===== src/rtl/spi_temp_reader.sv =====
// spi_temp_reader: free-running SPI mode-0 master (MSB first, read-only) that
// polls a serial temperature sensor every PERIOD clocks and publishes an
// 8-bit temperature word plus the sensor fault flag.
//
// Optional feature: define TEMP_AVG_EN to publish the floor of the mean of
// the last four non-fault samples instead of the latest non-fault sample.
//
// state    | meaning
// ---------+------------------------------------------------------------
// IDLE     | after reset; leaves as soon as the period counter is 0
// CS_SETUP | cs_n low, sck low for CLK_DIV cycles before the first bit
// SHIFT    | FRAME_BITS bits, each CLK_DIV cycles sck low then high
// CS_HOLD  | cs_n low, sck low for CLK_DIV cycles after the last bit
// PUBLISH  | one cycle, cs_n high, temp_valid pulse, outputs updated
// WAIT     | cs_n high until the period counter reaches 0
module spi_temp_reader #(
   parameter int CLK_DIV    = 25,
   parameter int FRAME_BITS = 16,
   parameter int DATA_LSB   = 5,
   parameter int FAULT_BIT  = 2,
   parameter int PERIOD     = 1000000
) (
   input  logic       clock,
   input  logic       reset,
   input  logic       miso,
   output logic       sck,
   output logic       cs_n,
   output logic [7:0] temp_out,
   output logic       temp_valid,
   output logic       sensor_fault,
   output logic       busy
);

   localparam int DW = (CLK_DIV > 1) ? $clog2(CLK_DIV) : 1;
   localparam int BW = $clog2(FRAME_BITS);
   localparam int PW = (PERIOD > 1) ? $clog2(PERIOD) : 1;
   // Only the frame bits up to the highest one we use are kept; earlier
   // bits fall off the top of the shift register.
   localparam int SW = (DATA_LSB + 8 > FAULT_BIT + 1) ? DATA_LSB + 8 : FAULT_BIT + 1;

   typedef enum logic [2:0] {
      IDLE,
      CS_SETUP,
      SHIFT,
      CS_HOLD,
      PUBLISH,
      WAIT
   } state_t;

   state_t          state_q, state_n;
   logic [DW-1:0]   div_q, div_n;
   logic [BW-1:0]   bit_q, bit_n;
   logic [PW-1:0]   period_q, period_n;
   logic            sck_q, sck_n;
   logic            cs_n_q, cs_n_n;
   logic            shift_en;
   logic            publish_en;
   logic            miso_m, miso_s;
   logic [SW-1:0]   shreg_q;
   logic [7:0]      sample;
   logic            frame_fault;
   logic [7:0]      temp_next;

   assign sample      = shreg_q[DATA_LSB +: 8];
   assign frame_fault = shreg_q[FAULT_BIT];
   assign sck         = sck_q;
   assign cs_n        = cs_n_q;
   assign busy        = ~cs_n_q;

   // Two-flop synchronizer for the sensor data line.
   always_ff @(posedge clock) begin
      if (!reset) begin
         miso_m <= 1'b0;
         miso_s <= 1'b0;
      end else begin
         miso_m <= miso;
         miso_s <= miso_m;
      end
   end

   // State, timers and the registered sck / cs_n pins.
   always_ff @(posedge clock) begin
      if (!reset) begin
         state_q  <= IDLE;
         div_q    <= '0;
         bit_q    <= '0;
         period_q <= '0;
         sck_q    <= 1'b0;
         cs_n_q   <= 1'b1;
      end else begin
         state_q  <= state_n;
         div_q    <= div_n;
         bit_q    <= bit_n;
         period_q <= period_n;
         sck_q    <= sck_n;
         cs_n_q   <= cs_n_n;
      end
   end

   // Next-state, timer reloads and strobes for shifting and publishing.
   always_comb begin
      state_n    = state_q;
      div_n      = div_q;
      bit_n      = bit_q;
      sck_n      = sck_q;
      period_n   = (period_q != '0) ? period_q - PW'(1) : period_q;
      shift_en   = 1'b0;
      publish_en = 1'b0;

      case (state_q)
         IDLE, WAIT: begin
            sck_n = 1'b0;
            if (period_q == '0) begin
               state_n  = CS_SETUP;
               div_n    = DW'(CLK_DIV - 1);
               period_n = PW'(PERIOD - 1);
            end
         end
         CS_SETUP: begin
            if (div_q == '0) begin
               state_n = SHIFT;
               div_n   = DW'(CLK_DIV - 1);
               bit_n   = BW'(FRAME_BITS - 1);
            end else begin
               div_n = div_q - DW'(1);
            end
         end
         SHIFT: begin
            if (div_q == '0) begin
               div_n = DW'(CLK_DIV - 1);
               if (!sck_q) begin
                  sck_n    = 1'b1;
                  shift_en = 1'b1;
               end else begin
                  sck_n = 1'b0;
                  if (bit_q == '0) begin
                     state_n = CS_HOLD;
                  end else begin
                     bit_n = bit_q - BW'(1);
                  end
               end
            end else begin
               div_n = div_q - DW'(1);
            end
         end
         CS_HOLD: begin
            if (div_q == '0) begin
               state_n    = PUBLISH;
               publish_en = 1'b1;
            end else begin
               div_n = div_q - DW'(1);
            end
         end
         PUBLISH: begin
            state_n = WAIT;
         end
         default: begin
            state_n = IDLE;
            sck_n   = 1'b0;
         end
      endcase

      cs_n_n = !((state_n == CS_SETUP) || (state_n == SHIFT) || (state_n == CS_HOLD));
   end

`ifdef TEMP_AVG_EN
   // Three previous good samples; the fourth term of the average is the
   // sample being published, so no fourth register is needed.
   logic [2:0][7:0] hist_q;
   logic            hist_full_q;
   logic [2:0][7:0] hist_n;
   logic [9:0]      hist_sum;

   // Window seen by this publish: seeded from the sample on the first good frame.
   always_comb begin
      hist_n    = hist_full_q ? hist_q : {3{sample}};
      hist_sum  = 10'(sample) + 10'(hist_n[0]) + 10'(hist_n[1]) + 10'(hist_n[2]);
      temp_next = hist_sum[9:2];
   end

   // Slide the history on every good frame; fault frames leave it untouched.
   always_ff @(posedge clock) begin
      if (!reset) begin
         hist_q      <= '0;
         hist_full_q <= 1'b0;
      end else if (publish_en && !frame_fault) begin
         hist_q      <= {hist_n[1:0], sample};
         hist_full_q <= 1'b1;
      end
   end
`else
   // Without averaging the published value is simply the latest sample.
   always_comb temp_next = sample;
`endif

   // Frame capture and the published outputs.
   always_ff @(posedge clock) begin
      if (!reset) begin
         shreg_q      <= '0;
         temp_out     <= '0;
         temp_valid   <= 1'b0;
         sensor_fault <= 1'b0;
      end else begin
         if (shift_en) begin
            shreg_q <= {shreg_q[SW-2:0], miso_s};
         end
         temp_valid <= publish_en;
         if (publish_en) begin
            sensor_fault <= frame_fault;
            if (!frame_fault) begin
               temp_out <= temp_next;
            end
         end
      end
   end

endmodule


===== config.mk =====
export PLATFORM = sky130hd
export DESIGN_NAME = spi_temp_reader
export DESIGN_NICKNAME = d
export VERILOG_FILES = /design/src/rtl/spi_temp_reader.sv
export SDC_FILE = /design/constraint.sdc
export NUM_CORES = 1
export LEC_CHECK = 0
export CORE_ASPECT_RATIO = 0.8
export CORE_MARGIN = 5
export CORE_UTILIZATION = 24
export DETAILED_ROUTE_END_ITERATION = 16
export DONT_BUFFER_PORTS = 1
export GPL_TIMING_DRIVEN = 0
export PLACE_DENSITY = 0.42
export SLEW_MARGIN = 20
export SYNTH_ARGS = -nofsm -noshare
export SYNTH_HDL_FRONTEND = slang
export SYNTH_SLANG_ARGS = --single-unit
export TNS_END_PERCENT = 1

===== constraint.sdc =====
create_clock -name clock -period 3.6 [get_ports clock]
set_input_delay 0.72 -clock clock [delete_from_list [all_inputs] [get_ports clock]]
set_output_delay 0.72 -clock clock [all_outputs]
set_load 0.01 [all_outputs]

# After elaboration in Yosys (flattened, before gate mapping)
# Index checks and enable logic that the tools add are counted.
[totals]
wordCells = 75
reg_bits = 59
output_inout_bits = 13
in_bits = 3
[classes]
reduce_logical = 17
addsub = 3
n_bitwise = 3
mux = 26
n_eq_ne = 14
[ops]
columns = ["op", "count"]
rows = [
  ["two-way mux 20 bit", 3],
  ["zero test 20 bit", 1],
  ["nonzero test 20 bit", 1],
  ["subtractor 20 x 1 -> 20 bit, second input constant", 1],
  ["two-way mux 3 bit", 6],
  ["two-way mux 4 bit", 4],
  ["two-way mux 5 bit", 3],
  ["case mux 3 bit (5 select lines)", 1],
  ["case mux 5 bit (3 select lines)", 1],
  ["equality test 3 x 2 -> 1 bit, second input constant", 4],
  ["!= test 2 bit, second input constant", 6],
  ["case mux 4 bit (2 select lines)", 1],
  ["equality test 3 x 1 -> 1 bit, second input constant", 2],
  ["equality test 3 bit, second input constant", 2],
  ["two-way mux 1 bit", 6],
  ["zero test 5 bit", 1],
  ["AND reduction 5 bit", 1],
  ["subtractor 5 x 1 -> 5 bit, second input constant", 1],
  ["zero test 4 bit", 1],
  ["AND reduction 2 bit", 2],
  ["OR reduction 2 bit", 2],
  ["subtractor 4 x 1 -> 4 bit, second input constant", 1],
  ["zero test 3 bit", 1],
  ["NOT 1 bit", 3],
  ["7 further kinds", 8],
]

# Logic depth before layout (Yosys ltp)
# Gate-level depths: netlist (run 1).
[depth]
word_depth = 9
mapped_depth = 10
depth_no_buf = 9

# Least setup slack after synthesis (run 1)
# OpenSTA, ideal clock, no wires.
[synth_path]
path_type = "reg2reg"
from = "register period_q[0]"
to = "register period_q[0]"
required_time_ps = 3472
stages_incl_launch_ff = 10
synth_period_minus_slack_ps = 2193
setup_time_ps = 128
arrival_time_ps = 2066
setup_slack_ps = 1407
path_buffers = 1
path_cell_list = "dfxtp_1 -> inv_1 -> ha_1 -> or4b_1 -> buf_2 -> nor4_4 -> nand2_2 -> ha_1 -> a21oi_1 -> nor2_1"
[synth_between]
elab_chain_len = 4
elab_cells_between_ends = 6
cone_classes = "add/sub (1); mux (3); reduce/logical (2)"
[synth_lines]
columns = ["item", "line_no", "text"]
rows = [
  ["start, declared", "53", "logic [PW-1:0] period_q, period_n;"],
  ["start signal, assigned", "94", "period_q <= period_n;"],
  ["subtractor 20 x 1 -> 20 bit or nonzero test 20 bit (tied branches)", "106", "period_n = (period_q != '0) ? period_q - PW'(1) : period_q;"],
  ["two-way mux 20 bit", "106", ""],
  ["two-way mux 20 bit", "113", "if (period_q == '0) begin"],
  ["two-way mux 20 bit *", "110", "case (state_q)"],
]
# Every way passes the cells marked *; elsewhere a longest branch is shown, timed or not.
# A chain may end at the register's enable or synchronous reset.

# Final worst setup path (run 1)
# Ends and elaborated chain as after synthesis.

==> flow_metrics.tcl, run 1 <==
set metrics [dict create \
    outcome "completed" \
    reg2regPathDepth 9 \
    cp.arrival_ns 2.79 \
    p_leak_uw 0.00114 \
    cp-start-kind "flop" \
    synthToLayoutAreaGrowth_pct 16.5 \
    worstHoldStart "miso_m" \
    fmax_ghz 0.387 \
    ys.flop_type "dfxtp_1" \
    cts_resized 0 \
    final_antenna_net_count 0 \
    grt_pass1_vias 2299 \
    grt_max_degree 13 \
    drc 0 \
    netlist_area_um2 2860 \
    ys_types 62 \
    drv_slew 0 \
    hpwl_um 5120 \
    firstDrtPassIters 4 \
    nFillCells 1212 \
    avgSynthCellArea_um2 8.59 \
    drt_iter0_drc 220 \
    syn_nets 341 \
    min_path_type "reg -> reg" \
    clockBufferDepth 2 \
    maxCapViolCount 0 \
    min_to "miso_s" \
    start_util_pct 24.6 \
    power_density_nw_per_um2 852 \
    rsz0062_at_grt "no" \
    whs_ns 0.441 \
    rr_endpoint "period_q[0]" \
    critPathRequiredTime_ns 3.81 \
    routedWlPerCell_um 14.9 \
    gp_congestion 0.764 \
    synth-seq-cells 59 \
    cp_max_fo 10 \
    hold_depth 1 \
    cts_buffers 9 \
    io_pins 16 \
    antenna_found_initial 0 \
    ctsHoldBuffers 0 \
    endpoint_kind "flop" \
    chipWidth_um 132 \
    clock-root-buffer "clkbuf_16" \
    tightest_slew_ns 0.770 \
    power_uw 2840 \
    drive_above_1_share_pct 10.6 \
    antenna_cells 0 \
    wl_um 7420 \
    post-route-period-util_pct 71.7 \
    clock_latency_ns 0.34 \
    slew_headroom_pct 48.3 \
    die_h_um 108 \
    yosysWarningCount 0 \
    post_drt_via_cell_ratio 4.99 \
    post_cts_buffers 0 \
    tns_ns 0 \
    peakVddDrop_mv 0.235 \
    r2r-start "period_q[0]" \
    grt_overflow 0 \
    cts_tree "yes" \
    fin_crit_ns 2.58 \
    cts_sinks 59 \
    dieArea_um2 14200 \
    cts_htree_levels 3 \
    final_nets 352 \
    portBuffers 0 \
    grt_usage_pct 10.8 \
    fp-row-count 35 \
    synth-edff-count 0 \
    setup_viol 0 \
    grt_pass1_wl_um 12200 \
    synth_cells 333 \
    vias 2480 \
    path_clk_slew_ns 0.06 \
    clock_skew_ns 0.00332 \
    r2r_setup_slack_ns 1.02 \
    path_class "reg -> reg" \
    synthArstFlopShare_pct 0 \
    coreArea_um2 11600 \
    hold_viol 0 \
    seq_area_frac_synth_pct 41.3 \
]
## critical path, cell delays in order, from the launching register on
cell and delay [ns]:
dfxtp_1 0.33, inv_1 0.06, ha_1 0.18, or4b_1 0.43, buf_2 0.19, nor4_4 0.58
nand2_2 0.20, ha_1 0.32, a21oi_1 0.12, nor2_1 0.05
## state kept, by name (all words and copies together), names as in the netlist
signal / flops
shreg_q: 13
miso_m: 1
cs_n: 1
state_q: 3
temp_valid: 1
div_q: 5
period_q: 20
sensor_fault: 1
sck: 1
miso_s: 1
temp_out: 8
bit_q: 4
## per-layer routing
| layer | GRT usage, % | part of all wire, % | vias to the layer above |
|---|---|---|---|
| met5 | 0 | 0 | - |
| met4 | 3.60 | 1.1 | 0 |
| met3 | 4.16 | 4.4 | 13 |
| met2 | 14.4 | 41 | 37 |
| met1 | 15.6 | 54 | 1174 |
| li1 | - | - | 1256 |
## logic make-up after synthesis
| logic type | count (synthesis) | share of synthesized area, % |
|---|---|---|
| AO/OA/AOI/OAI | 85 | 19.7 |
| XOR/XNOR | 3 | 0.919 |
| adder cells (fa/ha/maj) | 5 | 2.19 |
| buffers and inverters | 31 | 4.51 |
| flip-flops | 59 | 41.3 |
| multiplexers | 10 | 3.50 |
| AND/OR/NAND/NOR | 140 | 27.9 |
## where the power goes
| part | switching [uW] | internal [uW] | total, uW |
|---|---|---|---|
| registers | 115 | 759 | 874 |
| logic | 729 | 435 | 1160 |
| clock network | 330 | 468 | 798 |
| total | 1170 | 1660 | 2840 |
## cells in the final DEF (no fill, tap or decap), types with 3 or more instances in the layout
master,instances
o21ai_0,8
a211oi_1,6
ha_1,5
clkbuf_1,10
mux2i_1,10
or3_1,7
buf_2,4
dfxtp_1,59
o21a_1,3
clkinvlp_4,3
a31oi_1,5
inv_1,13
and2_1,4
buf_1,3
nand3_1,5
nor2_1,26
o41ai_1,3
a311oi_1,3
a21oi_1,33
nor3_1,13
clkbuf_16,9
nor3b_1,4
nor4_1,6
or4_1,8
nand2_1,40
nor4_4,3
## through the flow
step | util [%] | worst slack, ns | area [um2] | std cells
after detailed placement | 26.3 | 1.01 | 3050 | 481
after global placement | 26.2 | 0.995 | 3040 | 481
after global routing | 28.7 | 0.795 | 3330 | 497
final | 28.7 | 1.02 | 3330 | 497
after CTS | 28.7 | 1.00 | 3330 | 497
after floorplan | - | 1.41 | 2860 | 333
## worst max path at each step
stage / slack [ns] / cells after the start / startpoint / to
floorplan: 1.41 / 9 / period_q[0] / period_q[0]
global placement: 0.99 / 9 / period_q[0] / period_q[0]
detailed placement: 1.01 / 9 / period_q[0] / period_q[0]
CTS: 1.00 / 9 / period_q[0] / period_q[0]
global route: 0.80 / 9 / period_q[0] / period_q[0]
finish: 1.02 / 9 / period_q[0] / period_q[0]
## area by class of cell
cell class | count | area [um2] | area share, %
Tap cell | 148 | 185 | 5.56
Sequential cell | 59 | 1180 | 35.5
Clock inverter | 7 | 53.8 | 1.62
Inverter | 13 | 48.8 | 1.47
Multi-Input combinational cell | 243 | 1560 | 46.7
Buffer | 18 | 80.1 | 2.41
Clock buffer | 9 | 225 | 6.76
## synth_stat cells, types with 2 or more instances
cell type  number  area share [%]
dfxtp_1        59              41
nand2_1        40             5.3
a21oi_1        33             5.8
nor2_1         26             3.4
inv_1          13             1.7
nor3_1         13             2.3
clkbuf_1       10             1.3
mux2i_1        10             3.5
o21ai_0         8             1.4
or4_1           8             2.1
or3_1           7             1.5
a211oi_1        6             1.6
nor4_1          6             1.3
a31oi_1         5             1.1
ha_1            5             2.2
nand3_1         5            0.88
and2_1          4            0.88
buf_2           4            0.70
nor3b_1         4             1.1
a311oi_1        3            0.92
buf_1           3            0.39
nor4_4          3             2.2
o21a_1          3            0.79
o41ai_1         3            0.92
a211o_1         2            0.61
a21o_1          2            0.53
and3_1          2            0.44
nor2b_1         2            0.44
nor4b_1         2            0.61
o2111ai_1       2            0.61
o211ai_1        2            0.53
o311a_1         2            0.70
o31a_1          2            0.61
o31ai_1         2            0.53
or2_2           2            0.44
or4_4           2            0.79
or4b_1          2            0.70
xnor2_1         2            0.61
(Power assumes the default switching activity.)
==> run 2: changes to the inputs <==
--- a/config.mk
+++ b/config.mk
@@ -5,6 +5,7 @@
 export SDC_FILE = /design/constraint.sdc
 export NUM_CORES = 1
 export LEC_CHECK = 0
+export ABC_AREA = 1
 export CORE_ASPECT_RATIO = 0.8
 export CORE_MARGIN = 5
 export CORE_UTILIZATION = 24
==> constraint.sdc (replaced) <==
create_clock -name clock -period 2.5 [get_ports clock]
set_input_delay 0.5 -clock clock [delete_from_list [all_inputs] [get_ports clock]]
set_output_delay 0.5 -clock clock [all_outputs]
set_load 0.01 [all_outputs]
==> flow_metrics.tcl, run 2 <==
set metrics [dict create \
    cp-start-kind "flop" \
    setup_viol 0 \
    outcome "completed" \
    final_nets 424 \
    die_h_um 108 \
    crit_family "simple AND/OR/NAND/NOR gates" \
    cts_tree "yes" \
    crit_path_max_incr_delay_ns 0.31 \
    grt_max_degree 12 \
    fmax_ghz 0.500 \
    cts_resized 0 \
    ys.flop_type "dfxtp_1" \
    synthMuxAreaShare_pct 0 \
    avgSynthCellArea_um2 7.11 \
    grt_overflow 0 \
    synth_top_area_cell "dfxtp_1" \
    slew_headroom_pct 56.1 \
    path_cells "inv_1, ha_1, nand2_2, nor2_8, nand3_4, buf_2, ha_1, o21ai_0, a21oi_1" \
    portBuffers 0 \
    grt_usage_pct 10.5 \
    cp_common_cell "ha_1" \
    antenna_cells 0 \
    antenna_found_initial 0 \
    dieArea_um2 14300 \
    largest_reg_flops 20 \
    min_path_type "in -> reg" \
    fp-row-count 35 \
    chipWidth_um 132 \
    drv_slew 0 \
    firstDrtPassIters 4 \
    synth-seq-cells 59 \
    clockBufferDepth 2 \
    hpwl_um 4980 \
    peakVddDrop_mv 0.417 \
    largest_register "period_q" \
    start_util_pct 24.7 \
    synthTopCellsByCount "76 x nand2_1, 76 x nor2_1, 59 x dfxtp_1, 35 x inv_1, 32 x nand3_1" \
    clock_skew_ns 0.00446 \
    cts_htree_levels 3 \
    drc 0 \
    drive_above_1_share_pct 12.6 \
    synth_compound_area_share_pct 10.7 \
    endpoint_kind "flop" \
    post_drt_via_cell_ratio 4.38 \
    final_antenna_net_count 0 \
    synthToLayoutAreaGrowth_pct 17.0 \
    slowest_stage "dfxtp_1" \
    r2r_setup_slack_ns 0.50 \
    synth_top_family_by_area "simple AND/OR/NAND/NOR gates" \
    r2r-start "period_q[0]" \
    post-route-period-util_pct 80.0 \
    p_leak_uw 0.00148 \
    vias 2491 \
    cp_max_fo 10 \
    seq_area_um2 1180 \
    power_density_nw_per_um2 1550 \
    clock_latency_ns 0.32 \
    cp.arrival_ns 2.21 \
    synth_top_area_share_pct 41.0 \
    synthXorXnorAreaFrac_pct 2.74 \
    path_class "reg -> reg" \
    gp_congestion 0.774 \
    seq_area_frac_synth_pct 41.0 \
    rsz0062_at_grt "no" \
    tns_ns 0 \
    synth_fa_ha_area_share_pct 2.17 \
    most-common-layout-cells "76 x nor2_1, 76 x nand2_1, 59 x dfxtp_1" \
    worstHoldStart "miso" \
    ctsHoldBuffers 0 \
    critPathRequiredTime_ns 2.71 \
    fin_util_pct 28.9 \
    grt_pass1_wl_um 11900 \
    routedWlPerCell_um 12.2 \
    nFillCells 1313 \
    drt_iter0_drc 111 \
    coreArea_um2 11600 \
    syn_nets 413 \
    synth-edff-count 0 \
    hold_viol 0 \
    synthArstFlopShare_pct 0 \
    netlist_area_um2 2880 \
    cts_buffers 9 \
    yosysWarningCount 0 \
    clock-root-buffer "clkbuf_16" \
    ys_types 36 \
    top_regs "period_q (20), shreg_q (13), temp_out (8)" \
    synth_cells 405 \
    fin_crit_ns 2.00 \
    cp_num_buf_inv 2 \
    tightest_slew_ns 0.658 \
    maxCapViolCount 0 \
    wl_um 6940 \
    cp-startpoint "period_q[0]" \
    synth.area.top_cells "dfxtp_1 41%, nand2_1 9.9%, nor2_1 9.9%, nand3_1 5.6%, inv_1 4.6%" \
    grt_pass1_vias 2428 \
    post_cts_buffers 0 \
    synthSimpleGateAreaFrac_pct 35.4 \
    multi_input_area_um2 1470 \
    path_clk_slew_ns 0.05 \
    io_pins 16 \
    cts_sinks 59 \
]
-- run 2: cell types whose count changed after synthesis, moves of 8 or more --
cell	previous run	this run
o21ai_0	8	22
mux2i_1	10	0
nand2_1	40	76
nor3_1	13	4
or4_1	8	0
inv_1	13	35
a21oi_1	33	23
nor2_1	26	76
nand3_1	5	32
-- run 2: worst reg2reg max path: stages, from the launching register on --
cell and delay (ns):
dfxtp_1 0.31, inv_1 0.08, ha_1 0.21, nand2_2 0.15, nor2_8 0.21, nand3_4 0.18, buf_2 0.25, ha_1 0.28
o21ai_0 0.15, a21oi_1 0.05
-- run 2: through the flow --
stage | power (uW) | hold WS (ns) | instances | worst slack, ns | area (um2)
2_1_floorplan | 3460 | 0.386 | 405 | 0.777 | 2880
3_3_place_gp | 3970 | 0.424 | 553 | 0.492 | 3070
3_5_place_dp | 3990 | 0.432 | 553 | 0.489 | 3070
4_1_cts | 5290 | 0.251 | 569 | 0.479 | 3370
5_1_grt | 5730 | 0.255 | 569 | 0.370 | 3370
6_report | 5210 | 0.272 | 569 | 0.500 | 3370
-- run 2: logic make-up after synthesis --
| group | Yosys count |
|---|---|
| XOR/XNOR | 9 |
| flip-flops | 59 |
| adder cells (fa/ha/maj) | 5 |
| AND/OR/NAND/NOR | 221 |
| buffers and inverters | 54 |
| AO/OA/AOI/OAI | 57 |
-- run 2: metal layers --
layer  track usage [%]  vias to the layer above  wire [um]  part of all wire (%)
met2              15.4                       25       2870                    41
met1              14.4                     1133       3820                    55
met4              3.56                        0         36                  0.52
met5                 0                        -          0                     0
met3              3.53                        4        211                   3.0
li1                  -                     1329          -                     -
-- run 2: layout make-up --
cell class,instances,share of cell area [%]
clock buffer,11,7.20
tap,148,5.49
multi-input combinational,292,43.6
sequential,59,35.0
clock inverter,5,1.86
inverter,44,5.05
buffer,10,1.74
-- run 2: power breakdown --
| part | switching [uW] | internal, uW | total, uW |
|---|---|---|---|
| logic | 1620 | 877 | 2490 |
| clock network | 443 | 801 | 1240 |
| registers | 244 | 1230 | 1470 |
-- run 2: path summary, 6_finish.rpt --
check                      to  cells after the start
setup / recovery  period_q[0]                      9
hold / removal         miso_m                      2
setup reg to reg  period_q[0]                      9
hold reg to reg        miso_s                      2
